--- src/rtl/prefix_adder_if.sv ---
// Valid/ready bundle between an operand producer, the pipelined prefix adder
// and the result consumer. The adder sits on the slave side.
interface prefix_adder_if #(
   parameter int WIDTH = 16
) ();
   logic             in_valid;
   logic             in_ready;
   logic [WIDTH-1:0] a;
   logic [WIDTH-1:0] b;
   logic             cin;
   logic             out_valid;
   logic             out_ready;
   logic [WIDTH-1:0] sum;
   logic             cout;
   logic             ovf;

   modport master (
      output in_valid, a, b, cin, out_ready,
      input  in_ready, out_valid, sum, cout, ovf
   );

   modport slave (
      input  in_valid, a, b, cin, out_ready,
      output in_ready, out_valid, sum, cout, ovf
   );
endinterface

--- src/rtl/prefix_adder_pipe.sv ---
// Three-stage valid/ready Brent-Kung adder: stage 1 holds bit generate/propagate,
// stage 2 the tree carries, stage 3 the registered sum, carry-out and overflow.
module prefix_adder_pipe #(
   parameter int WIDTH = 16
) (
   input logic           clk,
   input logic           rst,
   prefix_adder_if.slave bus
);
   localparam int LOG = $clog2(WIDTH);
   localparam int NS  = 32'sd2 * LOG;

   logic             rst_done_q, rst_done_d;
   logic             v1_q, v1_d;
   logic [WIDTH-1:0] g1_q, g1_d;
   logic [WIDTH-1:0] p1_q, p1_d;
   logic             cin1_q, cin1_d;
   logic             v2_q, v2_d;
   logic [WIDTH-1:0] p2_q, p2_d;
   logic [WIDTH:0]   c2_q, c2_d;
   logic             v3_q, v3_d;
   logic [WIDTH-1:0] sum_q, sum_d;
   logic             cout_q, cout_d;
   logic             ovf_q, ovf_d;

   logic             ready3_s, ready2_s, in_ready_s;
   logic             load1_s, load2_s, load3_s;
   logic [WIDTH:0]   carry_s;

   // Prefix tree: cin is folded into bit 0 so every group generate is a carry.
   // Stages 1..LOG are the up-sweep, LOG+1..NS-1 the down-sweep fill-in.
   for (genvar s = 0; s < NS; s++) begin : st
      logic [WIDTH-1:0] g;
      logic [WIDTH-1:0] p;
      if (s == 0) begin : seed
         assign g = {g1_q[WIDTH-1:1], g1_q[0] | (p1_q[0] & cin1_q)};
         assign p = p1_q;
      end else begin : lvl
         for (genvar i = 0; i < WIDTH; i++) begin : bitpos
            localparam int  L    = (s <= LOG) ? (s - 32'sd1) : (NS - 32'sd1 - s);
            localparam int  SPAN = 32'sd1 << L;
            localparam bit  ACT  = (s <= LOG) ?
               (((i + 32'sd1) % (32'sd2 * SPAN)) == 32'sd0) :
               ((((i + 32'sd1) % (32'sd2 * SPAN)) == SPAN) && ((i + 32'sd1) > (32'sd2 * SPAN)));
            if (ACT) begin : bcell
               localparam int J = i - SPAN;
               assign g[i] = st[s-32'sd1].g[i] | (st[s-32'sd1].p[i] & st[s-32'sd1].g[J]);
               assign p[i] = st[s-32'sd1].p[i] & st[s-32'sd1].p[J];
            end else begin : wire_through
               assign g[i] = st[s-32'sd1].g[i];
               assign p[i] = st[s-32'sd1].p[i];
            end
         end
      end
   end

   assign carry_s = {st[NS-1].g, cin1_q};

   // Handshake chain: each stage can take data when empty or when it drains downstream.
   always_comb begin
      ready3_s   = ~v3_q | bus.out_ready;
      ready2_s   = ~v2_q | ready3_s;
      in_ready_s = rst_done_q & (~v1_q | ready2_s);
      load1_s    = bus.in_valid & in_ready_s;
      load2_s    = v1_q & ready2_s;
      load3_s    = v2_q & ready3_s;
   end

   // Next state of every stage; a valid stage that does not advance holds its payload.
   always_comb begin
      rst_done_d = 1'b1;
      v1_d       = load1_s | (v1_q & ~ready2_s);
      v2_d       = load2_s | (v2_q & ~ready3_s);
      v3_d       = load3_s | (v3_q & ~bus.out_ready);
      g1_d       = g1_q;
      p1_d       = p1_q;
      cin1_d     = cin1_q;
      p2_d       = p2_q;
      c2_d       = c2_q;
      sum_d      = sum_q;
      cout_d     = cout_q;
      ovf_d      = ovf_q;
      if (load1_s) begin
         g1_d   = bus.a & bus.b;
         p1_d   = bus.a ^ bus.b;
         cin1_d = bus.cin;
      end else begin
         g1_d   = g1_q;
         p1_d   = p1_q;
         cin1_d = cin1_q;
      end
      if (load2_s) begin
         p2_d = p1_q;
         c2_d = carry_s;
      end else begin
         p2_d = p2_q;
         c2_d = c2_q;
      end
      if (load3_s) begin
         sum_d  = p2_q ^ c2_q[WIDTH-1:0];
         cout_d = c2_q[WIDTH];
         ovf_d  = c2_q[WIDTH] ^ c2_q[WIDTH-1];
      end else begin
         sum_d  = sum_q;
         cout_d = cout_q;
         ovf_d  = ovf_q;
      end
   end

   // Pipeline registers; rst_done_q keeps in_ready low until the first edge after release.
   always_ff @(posedge clk or posedge rst) begin
      if (rst) begin
         rst_done_q <= 1'b0;
         v1_q       <= 1'b0;
         g1_q       <= {WIDTH{1'b0}};
         p1_q       <= {WIDTH{1'b0}};
         cin1_q     <= 1'b0;
         v2_q       <= 1'b0;
         p2_q       <= {WIDTH{1'b0}};
         c2_q       <= {(WIDTH+1){1'b0}};
         v3_q       <= 1'b0;
         sum_q      <= {WIDTH{1'b0}};
         cout_q     <= 1'b0;
         ovf_q      <= 1'b0;
      end else begin
         rst_done_q <= rst_done_d;
         v1_q       <= v1_d;
         g1_q       <= g1_d;
         p1_q       <= p1_d;
         cin1_q     <= cin1_d;
         v2_q       <= v2_d;
         p2_q       <= p2_d;
         c2_q       <= c2_d;
         v3_q       <= v3_d;
         sum_q      <= sum_d;
         cout_q     <= cout_d;
         ovf_q      <= ovf_d;
      end
   end

   assign bus.in_ready  = in_ready_s;
   assign bus.out_valid = v3_q;
   assign bus.sum       = sum_q;
   assign bus.cout      = cout_q;
   assign bus.ovf       = ovf_q;
endmodule

--- src/flat_wrapper.sv ---
// flat-port wrapper written by rule: the top's interface ports become plain ports
module prefix_adder_pipe_flat 
#(
   parameter int WIDTH = 16
)
  (clk, rst, bus_in_valid, bus_a, bus_b, bus_cin, bus_out_ready, bus_in_ready, bus_out_valid, bus_sum, bus_cout, bus_ovf);
  prefix_adder_if #(.WIDTH(WIDTH)) bus_i ();
  input logic clk;
  input logic rst;
  input wire logic [$bits(bus_i.in_valid)-1:0] bus_in_valid;
  input wire logic [$bits(bus_i.a)-1:0] bus_a;
  input wire logic [$bits(bus_i.b)-1:0] bus_b;
  input wire logic [$bits(bus_i.cin)-1:0] bus_cin;
  input wire logic [$bits(bus_i.out_ready)-1:0] bus_out_ready;
  output wire logic [$bits(bus_i.in_ready)-1:0] bus_in_ready;
  output wire logic [$bits(bus_i.out_valid)-1:0] bus_out_valid;
  output wire logic [$bits(bus_i.sum)-1:0] bus_sum;
  output wire logic [$bits(bus_i.cout)-1:0] bus_cout;
  output wire logic [$bits(bus_i.ovf)-1:0] bus_ovf;
  assign bus_i.in_valid = bus_in_valid;
  assign bus_i.a = bus_a;
  assign bus_i.b = bus_b;
  assign bus_i.cin = bus_cin;
  assign bus_i.out_ready = bus_out_ready;
  assign bus_in_ready = bus_i.in_ready;
  assign bus_out_valid = bus_i.out_valid;
  assign bus_sum = bus_i.sum;
  assign bus_cout = bus_i.cout;
  assign bus_ovf = bus_i.ovf;
  prefix_adder_pipe #(.WIDTH(WIDTH)) u_core (.clk(clk), .rst(rst), .bus(bus_i));
endmodule
--- config.mk ---
export PLATFORM = sky130hd
export DESIGN_NAME = prefix_adder_pipe_flat
export DESIGN_NICKNAME = d
export VERILOG_FILES = /design/src/rtl/prefix_adder_if.sv /design/src/rtl/prefix_adder_pipe.sv /design/src/flat_wrapper.sv
export SDC_FILE = /design/constraint.sdc
export NUM_CORES = 1
export LEC_CHECK = 0
export CAP_MARGIN = 20
export CORE_MARGIN = 5
export CORE_UTILIZATION = 58
export DETAILED_ROUTE_END_ITERATION = 8
export GPL_TIMING_DRIVEN = 0
export PLACE_DENSITY_LB_ADDON = 0.12
export SETUP_SLACK_MARGIN = 0.1
export SYNTH_ARGS = -nofsm -noshare
export SYNTH_HDL_FRONTEND = slang
export SYNTH_SLANG_ARGS = --single-unit
export TNS_END_PERCENT = 20
--- constraint.sdc ---
create_clock -name clk -period 6.67 [get_ports clk]
set_input_delay 2.001 -clock clk [delete_from_list [all_inputs] [get_ports clk]]
set_output_delay 2.001 -clock clk [all_outputs]
set_load 0.005 [all_outputs]
==> impl_metrics.yaml, run 1 <==
outcome:
  status: "finished clean"
logic_synthesis:
  ys.flop_type: "dfrtp_1"
  synthTopCellsByArea: "dfrtp_1 57%, mux2_2 9.3%, nand2_1 8.7%"
  synthesis.area_mm2: 0.00388
  syn_area_per_cell_um2: 11.2
  synth_top_cell_area_share: 0.567
  async_flop_share: 1.00
  synth_top_area_cell: "dfrtp_1"
  yosys.cell_types.count: 39
  synthCells: 348
  ys_warn_count: 0
  synth-seq-area-share: 0.567
  synth_edf_count: 0
  syn_nets: 401
  synth_seq_cells: 88
cells_and_area:
  antennaDiodeCount: 0
  drive_gt1_frac: 0.159
  area_growth_syn_to_layout_pct: 23.0
  nNetsFinal: 469
critical_path:
  crit_required_ns: 4.67
  crit_arrival_ns: 3.36
  crit_fanout: 3
  endpoint_kind: "primary output"
  worst-r2r-cell-count: 5
  critical_path_class: "in -> out"
  r2r-end: "u_core.g1_q[8]"
  r2r-start: "u_core.bus.out_valid"
  reg2reg_slack_ns: 5.01
  start_kind: "primary input"
power_and_ir_drop:
  switchingPower_mw: 0.452
  p_leak_nw: 2.20
  swShare: 0.291
  seqPwrFrac: 0.501
  clkPwrFrac: 0.240
  internal_power_mw: 1.10
  power_density_mw_per_mm2: 326
  p_total_mw: 1.55
  power_frac_comb: 0.259
  irDropWorstVdd_mv: 0.151
grt:
  grt.busiest_layer: "met2"
  met2_usage: 0.290
  grt-ovfl-total: 0
  use_met1: 0.270
  grt_max_degree: 64
  grt_usage: 0.189
  grt_pass1_wl_mm: 12.6
  grt_pass1_vias: 2642
  gr-usage-met3: 0.0368
  antenna_found_initial: 0
timing:
  hold_viol_final: 0
  tns_ns: 0
  rsz0062_at_grt: "false"
  fmax_mhz: 187
  fin_crit_ns: 5.36
  skew_ns: 0.0147
  worst_hold_slack_ns: 0.481
  setup_viol: 0
  slew_violations: 0
  fin_crit_sh: 0.803
detailed_routing:
  drt_iter0_markers: 175
  antenna_left: 0
  vias_per_cell: 5.29
  drt_pass1_iterations: 4
  finalWirelength_mm: 7.24
  num_vias: 2632
  drc: 0
  wl_per_cell_um: 14.5
worst_hold_path:
  min_path_cells: 2
  hold_path_startpoint: "u_core.bus.sum[2]"
  min_path_type: "reg -> reg"
  whs_endpoint: "u_core.bus.sum[2]"
place:
  gp_congestion: 0.850
  io_buffers: 56
  dp_hpwl_mm: 5.52
clocking:
  clk_pin_slew_ns: 0.08
  ctsResizeCount: 0
  clock_path_buffers: 2
  cts.sinks: 88
  root_buffer: "clkbuf_8"
  postCtsSetupBuffers: 0
  clkLatencyLatePin_ns: 0.35
  numCtsBuffers: 9
  hold_buffers: 0
  cts_max_level: 3
  cts_tree: "done"
floorplan:
  die_h_um: 91.8
  start_util: 0.605
  dieWidth_um: 91.8
  ios: 57
  coreArea_mm2: 0.00642
  dieArea_mm2: 0.00843
  placementRows: 29
job:
  max-cap-violations: 0
power groups by stage:
| stage | combinational, mW | sequential [mW] | clock [mW] |
|---|---|---|---|
| after detailed placement | 0.407 | 0.789 | 0 |
| after global placement | 0.391 | 0.782 | 0 |
| after floorplan | 0.220 | 0.772 | 0 |
| after global routing | 0.450 | 0.799 | 0.404 |
| after CTS | 0.410 | 0.778 | 0.381 |
| final | 0.403 | 0.778 | 0.373 |
cell usage in the layout, fill, tap and decap left out, drive strengths merged, types with 9 or more instances in the layout:
master | synthesis | final
ha | 16 | 16
clkdlybuf4s50 | 0 | 56
clkbuf | 3 | 14
buf | 10 | 11
dfrtp | 88 | 88
mux2 | 34 | 34
nor2 | 10 | 10
nand2 | 91 | 91
o21ai | 30 | 30
a21oi | 9 | 9
xnor2 | 17 | 17
worst max-delay path by stage:
stage                                end  slack, ns           from
final                       bus_in_ready       1.31  bus_out_ready
after global routing        bus_in_ready       1.26  bus_out_ready
after CTS                   bus_in_ready       1.31  bus_out_ready
after detailed placement    bus_in_ready       1.32  bus_out_ready
after global placement    u_core.p1_q[2]       1.17            rst
after floorplan             bus_in_ready       2.32  bus_out_ready
metal layers:
metal,up-vias,share of wire
li1,1315,-
met1,1235,0.48
met2,72,0.45
met3,10,0.052
met4,0,0.015
met5,-,0
worst max-delay path: stages:
cell             delay, ns
clkdlybuf4s50_1       0.43
nand4b_1              0.26
and2_4                0.23
clkdlybuf4s50_1       0.44
stage by stage:
step / setup WS (ns) / cell area [µm²] / util / std cells
floorplan: 2.32 / 3880 / - / 348
global placement: 1.17 / 4540 / 0.707 / 481
detailed placement: 1.32 / 4570 / 0.711 / 482
CTS: 1.31 / 4770 / 0.743 / 498
global route: 1.26 / 4770 / 0.743 / 498
finish: 1.31 / 4770 / 0.743 / 498
synth_stat cells, types with 3 or more instances:
| cell | instances |
|---|---|
| nand2_1 | 90 |
| dfrtp_1 | 88 |
| mux2_2 | 32 |
| o21ai_0 | 28 |
| xnor2_1 | 17 |
| ha_1 | 16 |
| nor2_1 | 10 |
| buf_2 | 7 |
| a21oi_1 | 6 |
| a31oi_1 | 6 |
| a21o_1 | 3 |
| a21oi_2 | 3 |
| buf_4 | 3 |
| clkbuf_1 | 3 |
| inv_1 | 3 |
| nand2b_1 | 3 |
| o31ai_1 | 3 |
| or3_1 | 3 |
area by class of cell:
type	instances	area (µm²)
sequential	88	2200
tap	77	96.3
inverter	3	13.8
fill	494	1650
multi-input combinational	244	1600
timing repair buffer	57	588
clock inverter	5	63.8
clock buffer	11	141
buffer	13	68.8
logic make-up (layout without fill, tap and decap cells):
| group | Yosys count | after routing | synth area share |
|---|---|---|---|
| and+or+nand+nor | 117 | 117 | 0.127 |
| DFF | 88 | 88 | 0.567 |
| AOI/OAI and AO/OA | 59 | 59 | 0.0960 |
| muxes | 34 | 34 | 0.0986 |
| xor gates and xnor gates | 17 | 17 | 0.0383 |
| adders and majority gates | 16 | 16 | 0.0516 |
| buffers and inverters | 16 | 89 | 0.0206 |
| other | 1 | 1 | 0.000966 |
registers in the layout, indices dropped and copies added (netlist names), 16 cells and up:
signal,count
u_core.p1_q,16
u_core.g1_q,16
u_core.c2_q,17
u_core.p2_q,16
u_core.bus.sum,16
(Power assumes the default switching activity.)
==> run 2, diff against run 1 <==
--- a/config.mk
+++ b/config.mk
@@ -7,7 +7,7 @@
 export LEC_CHECK = 0
 export CAP_MARGIN = 20
 export CORE_MARGIN = 5
-export CORE_UTILIZATION = 58
+export CORE_UTILIZATION = 54
 export DETAILED_ROUTE_END_ITERATION = 8
 export GPL_TIMING_DRIVEN = 0
 export PLACE_DENSITY_LB_ADDON = 0.12
==> constraint.sdc (replaced) <==
create_clock -name clk -period 5.61 [get_ports clk]
set_input_delay 1.683 -clock clk [delete_from_list [all_inputs] [get_ports clk]]
set_output_delay 1.683 -clock clk [all_outputs]
set_load 0.005 [all_outputs]
==> impl_metrics.yaml, run 2 (synthesis results as in run 1) <==
floorplan:
  coreArea_mm2: 0.00714
  die_h_um: 94.8
  start_util: 0.544
  dieArea_mm2: 0.00899
  dieWidth_um: 94.8
  ios: 57
  placementRows: 31
clocking:
  cts.sinks: 88
  ctsResizeCount: 0
  postCtsSetupBuffers: 0
  root_buffer: "clkbuf_8"
  hold_buffers: 0
  cts_max_level: 3
  cts_tree: "done"
  clk_pin_slew_ns: 0.09
  numCtsBuffers: 9
  clock_path_buffers: 2
  clkLatencyLatePin_ns: 0.35
timing:
  fin_ws_ns: 0.899
  rsz0062_at_grt: "false"
  fin_crit_ns: 4.71
  fin_crit_sh: 0.840
  setup_viol: 0
  slew_violations: 0
  tns_ns: 0
  fmax_mhz: 212
  skew_ns: 0.00933
  hold_viol_final: 0
cells_and_area:
  largest_register_ffs: 17
  drive_gt1_frac: 0.162
  layout.cells.most_common_list: "90 x nand2_1, 88 x dfrtp_1, 56 x clkdlybuf4s50_1"
  top_register: "u_core.c2_q"
  area_growth_syn_to_layout_pct: 22.8
  n_fill_cell: 587
  stdcell_count: 520
  antennaDiodeCount: 0
  nNetsFinal: 469
  final_common_cell: "nand2_1"
detailed_routing:
  drt_iter0_markers: 144
  drc: 0
  drt_pass1_iterations: 4
  num_vias: 2641
  antenna_left: 0
  wl_per_cell_um: 14.3
  finalWirelength_mm: 7.46
  vias_per_cell: 5.08
critical_path:
  critical_path_class: "in -> out"
  crit_arrival_ns: 3.03
  start_kind: "primary input"
  crit_fanout: 3
  r2r-end: "u_core.g1_q[14]"
  crit_required_ns: 3.93
  worst-r2r-cell-count: 5
  endpoint_kind: "primary output"
  reg2reg_slack_ns: 3.98
  crit_end: "bus_in_ready"
  r2r-start: "u_core.bus.out_valid"
  crit_start: "bus_out_ready"
grt:
  grt_usage: 0.188
  grt_max_degree: 59
  antenna_found_initial: 0
  grt_pass1_vias: 2756
  grt-ovfl-total: 0
  grt_pass1_wl_mm: 13.0
place:
  io_buffers: 56
  post-place-ws_ns: 0.911
  dp_hpwl_mm: 5.65
  gp_congestion: 0.837
  place_inst: 504
outcome:
  status: "finished clean"
power_and_ir_drop:
  p_leak_nw: 2.19
  power_density_mw_per_mm2: 376
  irDropWorstVdd_mv: 0.140
worst_hold_path:
  min_path_cells: 2
  min_path_type: "reg -> reg"
job:
  max-cap-violations: 0
==> run 2: area by class of cell <==
| class | instances | area (µm²) | area share |
|---|---|---|---|
| Sequential cell | 88 | 2200 | 0.462 |
| Multi-Input combinational cell | 244 | 1600 | 0.336 |
| Timing Repair Buffer | 57 | 588 | 0.123 |
| Clock buffer | 9 | 124 | 0.0260 |
| Tap cell | 99 | 124 | 0.0260 |
| Buffer | 13 | 68.8 | 0.0144 |
| Clock inverter | 7 | 46.3 | 0.00971 |
| Inverter | 3 | 13.8 | 0.00289 |
==> run 2: worst min-delay path by stage <==
stage                       start                 end
2_1_floorplan       u_core.cin1_q      u_core.c2_q[0]
3_3_place_gp   u_core.bus.sum[15]  u_core.bus.sum[15]
3_5_place_dp    u_core.bus.sum[2]   u_core.bus.sum[2]
4_1_cts        u_core.bus.sum[12]  u_core.bus.sum[12]
5_1_grt            u_core.c2_q[0]      u_core.c2_q[0]
6_report        u_core.bus.sum[2]   u_core.bus.sum[2]
==> run 2: through the flow <==
step / hold slack [ns] / util / power [mW] / area (µm²)
finish: 0.482 / 0.668 / 1.79 / 4770
global route: 0.525 / 0.668 / 1.92 / 4770
CTS: 0.490 / 0.668 / 1.81 / 4770
detailed placement: 0.469 / 0.644 / 1.42 / 4600
global placement: 0.461 / 0.640 / 1.40 / 4570
floorplan: 0.456 / - / 1.18 / 3880
==> run 2: worst max-delay path: stages <==
cell and delay [ns]:
clkdlybuf4s50_1 0.43, nand4b_1 0.26, and2_4 0.22, clkdlybuf4s50_1 0.44
==> run 2: report_power, final <==
| part | total (mW) | internal, mW | switching, mW |
|---|---|---|---|
| Sequential | 0.925 | 0.802 | 0.123 |
| Clock | 0.389 | 0.162 | 0.227 |
| Combinational | 0.479 | 0.286 | 0.193 |
==> run 2: metal layers <==
metal,global-route usage,up-vias,share of wire
li1,-,1319,-
met2,0.280,71,0.44
met3,0.0351,13,0.049
met1,0.266,1238,0.49
met4,0.0853,0,0.019
met5,0,-,0
==> run 3, diff against run 2 <==
==> constraint.sdc (replaced) <==
create_clock -name clk -period 4.8 [get_ports clk]
set_input_delay 1.44 -clock clk [delete_from_list [all_inputs] [get_ports clk]]
set_output_delay 1.44 -clock clk [all_outputs]
set_load 0.005 [all_outputs]
==> results of run 3 <==
The final DEF is identical to that of run 2. Status: finished clean.
Main changes from that run: setup slack after placement 0.911 ns -> 0.587 ns; setup slack after layout 0.899 ns -> 0.575 ns; register-to-register setup slack 3.98 ns -> 3.17 ns; total power 1.79 mW -> 2.09 mW; worst IR drop on VDD 0.140 mV -> 0.164 mV
